`config.mk`:
```
export PLATFORM = sky130hd
export DESIGN_NAME = signal_mixer_seq
export DESIGN_NICKNAME = d
export VERILOG_FILES = /design/src/rtl/mixer_pkg.sv /design/src/rtl/mixer_saturate.sv /design/src/rtl/signal_mixer_seq.sv
export SDC_FILE = /design/constraint.sdc
export NUM_CORES = 1
export LEC_CHECK = 0
export ABC_AREA = 1
export CAP_MARGIN = 20
export CORE_UTILIZATION = 30
export CTS_BUF_LIST = sky130_fd_sc_hd__clkbuf_2 sky130_fd_sc_hd__clkbuf_4 sky130_fd_sc_hd__clkbuf_8
export DETAILED_ROUTE_END_ITERATION = 12
export PLACE_DENSITY = 0.61
export SYNTH_ARGS = -nofsm -noshare
export SYNTH_HDL_FRONTEND = slang
export SYNTH_SLANG_ARGS = --single-unit
export TNS_END_PERCENT = 10
```
`constraint.sdc`:
```
create_clock -name clk -period 7.39 [get_ports clk]
set_input_delay 1.8475 -clock clk [delete_from_list [all_inputs] [get_ports clk]]
set_output_delay 1.8475 -clock clk [all_outputs]
set_load 0.03 [all_outputs]
```
`src/rtl/mixer_pkg.sv`:
```
// mixer_pkg
// Shared definitions for the time-multiplexed signal mixer:
//   state_t    - frame sequencer states (IDLE, ACCUM, FINISH)
//   CLIP_CNT_W - width of the clipped-frame counter
//   acc_width  - accumulator width that can never wrap for a given configuration
package mixer_pkg;

  typedef enum logic [1:0] {
    IDLE   = 2'd0,
    ACCUM  = 2'd1,
    FINISH = 2'd2
  } state_t;

  localparam int CLIP_CNT_W = 16;

  // Each term is at most SAMPLE_W+VOL_W bits wide. Adding n_ch of them needs
  // $clog2(n_ch) extra bits of headroom.
  function automatic int acc_width(input int n_ch, input int sample_w, input int vol_w);
    return sample_w + vol_w + $clog2(n_ch);
  endfunction

endpackage

```
`src/rtl/mixer_saturate.sv`:
```
// mixer_saturate
// Clamps a wide unsigned value to OUT_W bits and flags when clamping occurred.
// Ports:
//   din  in  IN_W   unsigned value to clamp
//   dout out OUT_W  min(din, 2^OUT_W-1)
//   clip out 1      high when din exceeds 2^OUT_W-1
module mixer_saturate #(
  parameter int IN_W  = 16,
  parameter int OUT_W = 8
) (
  input  logic [IN_W-1:0]  din,
  output logic [OUT_W-1:0] dout,
  output logic             clip
);

  localparam logic [IN_W-1:0] MAX_OUT = {{(IN_W-OUT_W){1'b0}}, {OUT_W{1'b1}}};

  // Compare against the largest representable output and clamp on overflow.
  always_comb begin
    clip = (din > MAX_OUT);
    dout = clip ? {OUT_W{1'b1}} : din[OUT_W-1:0];
  end

endmodule

```
`src/rtl/signal_mixer_seq.sv`:
```
// signal_mixer_seq
// Time-multiplexed saturating mixer. A frame strobe snapshots all channel
// samples, enables, volumes and the mix mode. One channel is then scaled and
// accumulated per clock. Finally the sum (optionally attenuated) is clamped
// to one output sample, and out_valid pulses for one cycle.
// Ports:
//   clk           in  1              system clock
//   rst           in  1              synchronous active-high reset
//   frame_strobe  in  1              start a new mix frame
//   samples       in  N_CH*SAMPLE_W  packed samples, channel i at [i*SAMPLE_W +: SAMPLE_W]
//   sample_enable in  N_CH           per-channel enable
//   volume        in  N_CH*VOL_W     packed per-channel volume
//   mix_mode      in  1              0 = saturating sum, 1 = (sum >> ATTEN_SHIFT) then saturate
//   sample_out    out SAMPLE_W       mixed sample, held until the next frame completes
//   out_valid     out 1              one-cycle pulse when sample_out updates
//   busy          out 1              high while a frame is in progress
//   overrun       out 1              one-cycle pulse for a strobe that arrived while busy
//   clip_count    out 16             number of clipped frames
// Configuration macro:
//   MIXER_CLIP_CNT_EN - when defined, clip_count counts clipped frames and
//                       saturates at all-ones. When undefined, clip_count is tied to 0.
module signal_mixer_seq
  import mixer_pkg::*;
#(
  parameter int N_CH        = 12,
  parameter int SAMPLE_W    = 8,
  parameter int VOL_W       = 4,
  parameter int VOL_SHIFT   = 3,
  parameter int ATTEN_SHIFT = 2
) (
  input  logic                     clk,
  input  logic                     rst,
  input  logic                     frame_strobe,
  input  logic [N_CH*SAMPLE_W-1:0] samples,
  input  logic [N_CH-1:0]          sample_enable,
  input  logic [N_CH*VOL_W-1:0]    volume,
  input  logic                     mix_mode,
  output logic [SAMPLE_W-1:0]      sample_out,
  output logic                     out_valid,
  output logic                     busy,
  output logic                     overrun,
  output logic [CLIP_CNT_W-1:0]    clip_count
);

  localparam int PROD_W = SAMPLE_W + VOL_W;
  localparam int ACC_W  = acc_width(N_CH, SAMPLE_W, VOL_W);
  localparam int IDX_W  = $clog2(N_CH);
  localparam logic [IDX_W-1:0] LAST_IDX = IDX_W'(N_CH - 1);

  state_t                   state;
  logic [N_CH*SAMPLE_W-1:0] snap_samples;
  logic [N_CH-1:0]          snap_enable;
  logic [N_CH*VOL_W-1:0]    snap_volume;
  logic                     snap_mode;
  logic [IDX_W-1:0]         idx;
  logic [ACC_W-1:0]         acc;

  logic [SAMPLE_W-1:0]      cur_sample;
  logic [VOL_W-1:0]         cur_vol;
  logic [PROD_W-1:0]        product;
  logic [PROD_W-1:0]        term;
  logic [ACC_W-1:0]         acc_add;
  logic [ACC_W-1:0]         mixed;
  logic [SAMPLE_W-1:0]      sat_out;
  logic                     sat_clip;

  // Select the channel under the index and scale it by its volume.
  // A disabled channel adds nothing. The final mixed value applies the
  // attenuation shift only in mode 1.
  always_comb begin
    cur_sample = snap_samples[idx*SAMPLE_W +: SAMPLE_W];
    cur_vol    = snap_volume[idx*VOL_W +: VOL_W];
    product    = PROD_W'(cur_sample) * PROD_W'(cur_vol);
    term       = product >> VOL_SHIFT;
    acc_add    = snap_enable[idx] ? {{(ACC_W-PROD_W){1'b0}}, term} : '0;
    mixed      = snap_mode ? (acc >> ATTEN_SHIFT) : acc;
  end

  mixer_saturate #(
    .IN_W  (ACC_W),
    .OUT_W (SAMPLE_W)
  ) u_saturate (
    .din  (mixed),
    .dout (sat_out),
    .clip (sat_clip)
  );

  // Frame sequencer: snapshot on the strobe, accumulate one channel per
  // clock, then publish the clamped result. A strobe arriving in ACCUM or
  // FINISH is dropped and reported on overrun. The running frame continues
  // because only the snapshot registers are read.
  always_ff @(posedge clk) begin
    if (rst) begin
      state        <= IDLE;
      snap_samples <= '0;
      snap_enable  <= '0;
      snap_volume  <= '0;
      snap_mode    <= 1'b0;
      idx          <= '0;
      acc          <= '0;
      sample_out   <= '0;
      out_valid    <= 1'b0;
      busy         <= 1'b0;
      overrun      <= 1'b0;
    end else begin
      out_valid <= 1'b0;
      overrun   <= 1'b0;
      case (state)
        IDLE: begin
          if (frame_strobe) begin
            snap_samples <= samples;
            snap_enable  <= sample_enable;
            snap_volume  <= volume;
            snap_mode    <= mix_mode;
            acc          <= '0;
            idx          <= '0;
            busy         <= 1'b1;
            state        <= ACCUM;
          end
        end
        ACCUM: begin
          overrun <= frame_strobe;
          acc     <= acc + acc_add;
          if (idx == LAST_IDX) begin
            state <= FINISH;
          end else begin
            idx <= idx + IDX_W'(1);
          end
        end
        FINISH: begin
          overrun    <= frame_strobe;
          sample_out <= sat_out;
          out_valid  <= 1'b1;
          busy       <= 1'b0;
          state      <= IDLE;
        end
        default: state <= IDLE;
      endcase
    end
  end

`ifdef MIXER_CLIP_CNT_EN
  // Count frames whose result had to be clamped. The counter sticks at
  // all-ones rather than wrapping, and only reset clears it.
  always_ff @(posedge clk) begin
    if (rst) begin
      clip_count <= '0;
    end else if (state == FINISH && sat_clip && clip_count != {CLIP_CNT_W{1'b1}}) begin
      clip_count <= clip_count + CLIP_CNT_W'(1);
    end
  end
`else
  // Without the counter the clip flag has no consumer.
  logic unused_clip;
  assign unused_clip = sat_clip;
  assign clip_count  = '0;
`endif

endmodule
```
After elaboration in Yosys (flattened, before gate mapping)

Index checks and enable logic that the tools add are counted.

Flip-flop bits (word level): 190
Output and inout port bits: 27
Bits in latches: 0
Memory bits (read-only): 0
Memory bits (writable): 0
Logic and storage cells: 51
Input port bits: 160
Memories kept: 0

Magnitude comparators: 2
Add/subtract/negate cells: 2
Div/mod/pow operators: 0
$mul: 1
Mux-type cells: 16
Bitwise gates (word level): 1
Equal/unequal tests: 6
Shift operators: 2
Reduce and logical (&&, ||, !) cells: 10

Operators by type and width:

| cell                | number |
|---|---|
| $shiftx 96x8->8     | 1 |
| $shiftx 48x7->4     | 1 |
| $mux 16             | 2 |
| $pmux 16 s2         | 1 |
| $add 16x9->16       | 1 |
| $gt 16x8->1 const B | 1 |
| $mul 8x4->12        | 1 |
| $mux 9              | 1 |
| $mux 4              | 2 |
| $mux 8              | 1 |
| $pmux 4 s2          | 1 |
| $reduce_and 2->1    | 4 |
| $ne 2x2->1 const B  | 3 |
| $lt 4x5->1 const B  | 1 |
| $add 4x1->4 const B | 1 |
| $bmux 1 s4          | 1 |
| $eq 4x4->1 const B  | 1 |
| $mux 2              | 2 |
| $pmux 2 s2          | 1 |
| $reduce_bool 2->1   | 2 |
| $reduce_or 2->1     | 2 |
| $mux 1              | 3 |
| $reduce_and 3->1    | 1 |
| $eq 2x1->1 const B  | 1 |
| other kinds (4)     | 4 |

Logic depth before layout (Yosys ltp)

Depth after elaboration: 5
Mapped depth: 36
Depth with buffers taken out: 34

Hierarchy

A second synthesis with hierarchy kept.

Cells, all modules: 1419
Area, all modules: 9760.6 sq um

By module, submodules not included:

| module           | area each (sq um) | cells each | instances | sequential area each (sq um) |
|---|---|---|---|---|
| signal_mixer_seq | 9663.0            | 1395       | 1         | 3803.6 |
| mixer_saturate   | 97.6              | 24         | 1         | 0.0 |

Worst setup path after synthesis

Ideal clock, no wire load.

Path type: reg-to-reg
Start point: reg idx[1]
End point: reg acc[12]
Path buffers: 3
Arrival: 4990 ps
Cell stages (with the launch flop): 30
Clock period less this slack: 5110 ps
Setup slack: 2280 ps
Data required time: 7270 ps
Library setup time: 120 ps
Cells stage by stage: dfxtp_1 -> buf_4 -> buf_4 -> clkbuf_1 -> o21ai_0 -> o22ai_1 -> a32o_1 -> nand2_1 -> fa_1 -> fa_1 -> inv_1 -> fa_1 -> nand3_1 -> nand2_1 -> a21o_1 -> a21oi_1 -> nor2_1 -> o21ai_0 -> nand2_1 -> o21ai_1 -> a21oi_1 -> ha_1 -> nand2_1 -> o21a_1 -> nand2_1 -> nand3_1 -> nand2_1 -> nand4_1 -> o21ai_0 -> a21oi_1

Word-level cells in the longest chain between the ends: 5
Elaborated cells between the ends (all ways): 8
Those cells by class: add/sub: 1; mul: 1; shift: 2; mux: 4

RTL lines:

| what                                          | RTL line                                       | RTL |
|---|---|---|
| start: declaration                            | signal_mixer_seq.sv:55                         | `logic [IDX_W-1:0] idx;` |
| start signal: assignment                      | signal_mixer_seq.sv:127                        | `idx <= idx + IDX_W'(1);` |
| $shiftx 96x8->8, or another cell as far along | signal_mixer_seq.sv:71                         | `cur_sample = snap_samples[idx*SAMPLE_W +: SAMPLE_W];` |
| $mul 8x4->12 / $mux 1 (equally long branches) | signal_mixer_seq.sv:73, signal_mixer_seq.sv:75 |  |
| $mux 9 (*)                                    | signal_mixer_seq.sv:75                         | `acc_add = snap_enable[idx] ? {{(ACC_W-PROD_W){1'b0}}, term} : '0;` |
| $add 16x9->16 (*)                             | signal_mixer_seq.sv:123                        | `acc <= acc + acc_add;` |
| $pmux 16 s2 (*)                               | signal_mixer_seq.sv:108                        | `case (state)` |
| end signal: assignment                        | signal_mixer_seq.sv:123                        |  |
| end: declaration                              | signal_mixer_seq.sv:56                         | `logic [ACC_W-1:0] acc;` |

Mark *: on every way between the ends. The rest lies on a longest branch, timed or not. The select of a mux whose other input is x is not followed.
A chain may end at the register's enable or synchronous reset.

Final worst setup path

Start point: reg idx[0]
End point: reg acc[12]

Same word-level chain as after synthesis.

==> metrics <==
Longest Clk Path Bufs 2; Top Ports 187; crit-path max FO 72; Worst R2R Setup Slack 1.20 ns; Synth warnings 0; endpoints failing setup 0; gr ovfl total 0; Leak 4.951 nW; FILL cells 3302; Routed Antenna Nets 0; DR pass1 iterations 5; RSZ-0062 raised after global routing no; share of Yosys cell area claimed by the top area cell type 39.74%; fraction of layout cells with a size suffix above 1 4.497%; ANT cells 0; routed length per instance 14.86 µm; CP endpoint kind flip-flop; Resized cells post-CTS 0; Tightest Hold Check Type flip-flop to flip-flop; largest net degree at the start of global routing 97; Distinct cells, synth 43; pre-CTS setup slack 1.261 ns; Synth area leader dfxtp_1; drt drc 0; VDD IR max 0.0001308 V; Max stage delay cell, worst path dfxtp_2; H-Tree Depth 4; max-cap viol count 0; period utilization 83.77%; top_reg_cell synth dfxtp_1; Cells after Synth 1365; GR Util All Layers 17.22%; top post-synthesis cells by area dfxtp_1, nor2_1, o21ai_0, nand2_1, a21oi_1; initial antenna violation count 0; Peak Freq 161.5 MHz; delay of the slowest critical-path stage 0.84 ns; Post-synth EDFFs 0; # nets final 1677; Via-to-Cell Ratio 4.857; cell area after synthesis 9570 µm²; GP Congestion 0.8623; most used cell, CP nand2_1; final std cells w/o fill 1892; num rows 65; status finished clean; Bufs and invs on worst path 4; Data required, critical path 7.77 ns; # hold bufs at CTS 0; half-perimeter wire length after detailed placement 20390 µm; startpoint types flip-flop; Num Clock Sinks 190; vias in the first global route 8679; count of final hold-check violations 0; post-CTS setup buffer count 0; Die Y 180.6 µm; Chip Width 180.6 µm; initial core utilization 30.41%; Setup WS post-layout 1.200 ns; core area 31470 µm²; Worst-Margin Slew 0.8464 ns; first-pass GRT wire length 44750 µm; Routed WL 28110 µm; Max transition margin 43.57%; DRT iter0 DRCs 811; Skew-Pair Late Insertion Delay 0.50 ns; clock skew 0.02829 ns; clk root buf clkbuf_8; syn avg cell area 7.011 µm²; die area 32620 µm²; CTS tree yes; WP data arrival 6.57 ns; post-layout min period 6.190 ns; FF+latch count, synth 190; synthesis-to-finish area growth 23.76%; dpl cells 1860; Port Buf Inserts 170; Seq/Total Area, Yosys 39.74%; vias 9190; top cell family by delay on the critical path compound AO/OA/AOI/OAI gates; Cell Pwr Density 220.7 nW/µm²; TritonCTS buffer count 17; Total Neg Setup Slack 0 ns; Reg clk slew, reported paths 0.11 ns; fin area 11840 µm²; placed cell area 11400 µm²; Max Slew Vio Count 0; share of flip-flops with an asynchronous set or reset 0%; Crit Path Category flip-flop to flip-flop
==> state kept, by name (all words and copies together), names as in the netlist <==
signal / count
snap_samples: 96
overrun: 1
state: 2
out_valid: 1
snap_enable: 12
busy: 1
sample_out: 8
snap_mode: 1
snap_volume: 48
acc: 16
idx: 4
==> cells by family (layout without fill, tap and decap cells) <==
kind of cell	count (synthesis)	count (layout)	share of synthesized area, %
AO/OA/AOI/OAI	387	387	21.89
XOR/XNOR	3	3	0.2746
adder cells (fa/ha/maj)	40	40	6.249
buffers and inverters	200	310	9.282
flip-flops	190	190	39.74
other	1	16	0.03918
AND/OR/NAND/NOR	544	544	22.53
==> metal layers <==
metal / vias up / track usage, % / wire length (µm)
met5: - / 0 / 0
met3: 38 / 2.385 / 1177
met4: 0 / 6.188 / 629
li1: 4676 / - / -
met2: 243 / 28.67 / 12910
met1: 4233 / 22.66 / 13390
==> worst paths after layout <==
path | start | endpoint | cells after the start
max | idx[0] | acc[12] | 29
min | snap_volume[16] | snap_volume[16] | 2
max reg2reg | idx[0] | acc[12] | 29
min reg2reg | snap_volume[16] | snap_volume[16] | 2
==> layout by cell type, fill, tap and decap left out, types with 3 or more instances in the layout <==
cell | synthesis | layout
nand2_2 | 8 | 8
fa_1 | 13 | 13
dfxtp_1 | 190 | 188
nand3_2 | 3 | 3
o21ai_0 | 234 | 234
clkinv_1 | 3 | 3
a32o_1 | 6 | 6
conb_1 | 1 | 16
a21o_1 | 3 | 3
clkdlybuf4s50_1 | 0 | 170
o21ai_1 | 15 | 15
nor2_1 | 366 | 366
xor2_1 | 3 | 3
nand4_1 | 3 | 3
clkinv_8 | 0 | 5
inv_4 | 1 | 3
inv_1 | 90 | 89
clkbuf_8 | 0 | 17
buf_4 | 20 | 9
o221ai_1 | 16 | 16
o211ai_1 | 3 | 3
nand3_1 | 28 | 28
inv_2 | 4 | 3
ha_1 | 27 | 27
a21oi_1 | 80 | 80
o22ai_1 | 14 | 14
nor3_1 | 3 | 3
nand2_1 | 126 | 125
a31oi_1 | 8 | 8
==> report_power, final <==
part / leakage [nW] / switching (mW) / internal, mW / total, mW
logic: 3.17 / 0.425 / 0.265 / 0.690
clock network: 0.215 / 0.445 / 0.296 / 0.741
registers: 1.57 / 0.0624 / 1.12 / 1.18
==> synth_stat cells, types with 2 or more instances <==
| cell | number |
|---|---|
| a32o_1 | 6 |
| nor4_1 | 2 |
| dfxtp_1 | 190 |
| a21o_1 | 3 |
| nand2_2 | 8 |
| xor2_1 | 3 |
| o221ai_1 | 16 |
| o21ai_0 | 234 |
| o211ai_1 | 3 |
| o22ai_1 | 14 |
| nand3_1 | 28 |
| a211oi_1 | 2 |
| fa_1 | 13 |
| nor2_4 | 2 |
| a31oi_1 | 8 |
| nor3_1 | 3 |
| nand2_1 | 126 |
| o21ai_1 | 15 |
| a21boi_0 | 2 |
| clkbuf_1 | 55 |
| nor2_1 | 366 |
| inv_1 | 90 |
| inv_2 | 4 |
| buf_6 | 4 |
| buf_1 | 7 |
| ha_1 | 27 |
| clkinv_1 | 3 |
| nand4_1 | 3 |
| nand3_2 | 3 |
| clkbuf_2 | 2 |
| a21oi_1 | 80 |
| buf_2 | 13 |
| buf_4 | 20 |
==> tightest hold or removal path, delay by kind of cell (launching register included) <==
family / cells / cell delay, ns
compound gates: 1 / 0.06
flops: 1 / 0.31
buf+inv: 1 / 0.06
==> metrics by stage <==
step / hold WS [ns] / util (%) / power [mW]
floorplan: 0.4292 / - / 1.680
global route: 0.4777 / 37.63 / 2.776
CTS: 0.4645 / 37.63 / 2.631
detailed placement: 0.4484 / 36.22 / 1.895
global placement: 0.4408 / 36.21 / 1.884
finish: 0.4642 / 37.63 / 2.614
==> cell type report <==
| class | count | area, µm² | share of cell area (%) |
|---|---|---|---|
| Clock buffer | 17 | 234.0 | 1.975 |
| Clock inverter | 15 | 209.0 | 1.764 |
| Inverter | 98 | 375.4 | 3.169 |
| Multi-Input combinational cell | 990 | 4942 | 41.73 |
| Sequential cell | 190 | 3806 | 32.14 |
| Tap cell | 402 | 503.0 | 4.247 |
| Timing Repair Buffer | 180 | 1774 | 14.98 |
No activity file was read; power rests on OpenSTA's default activity.
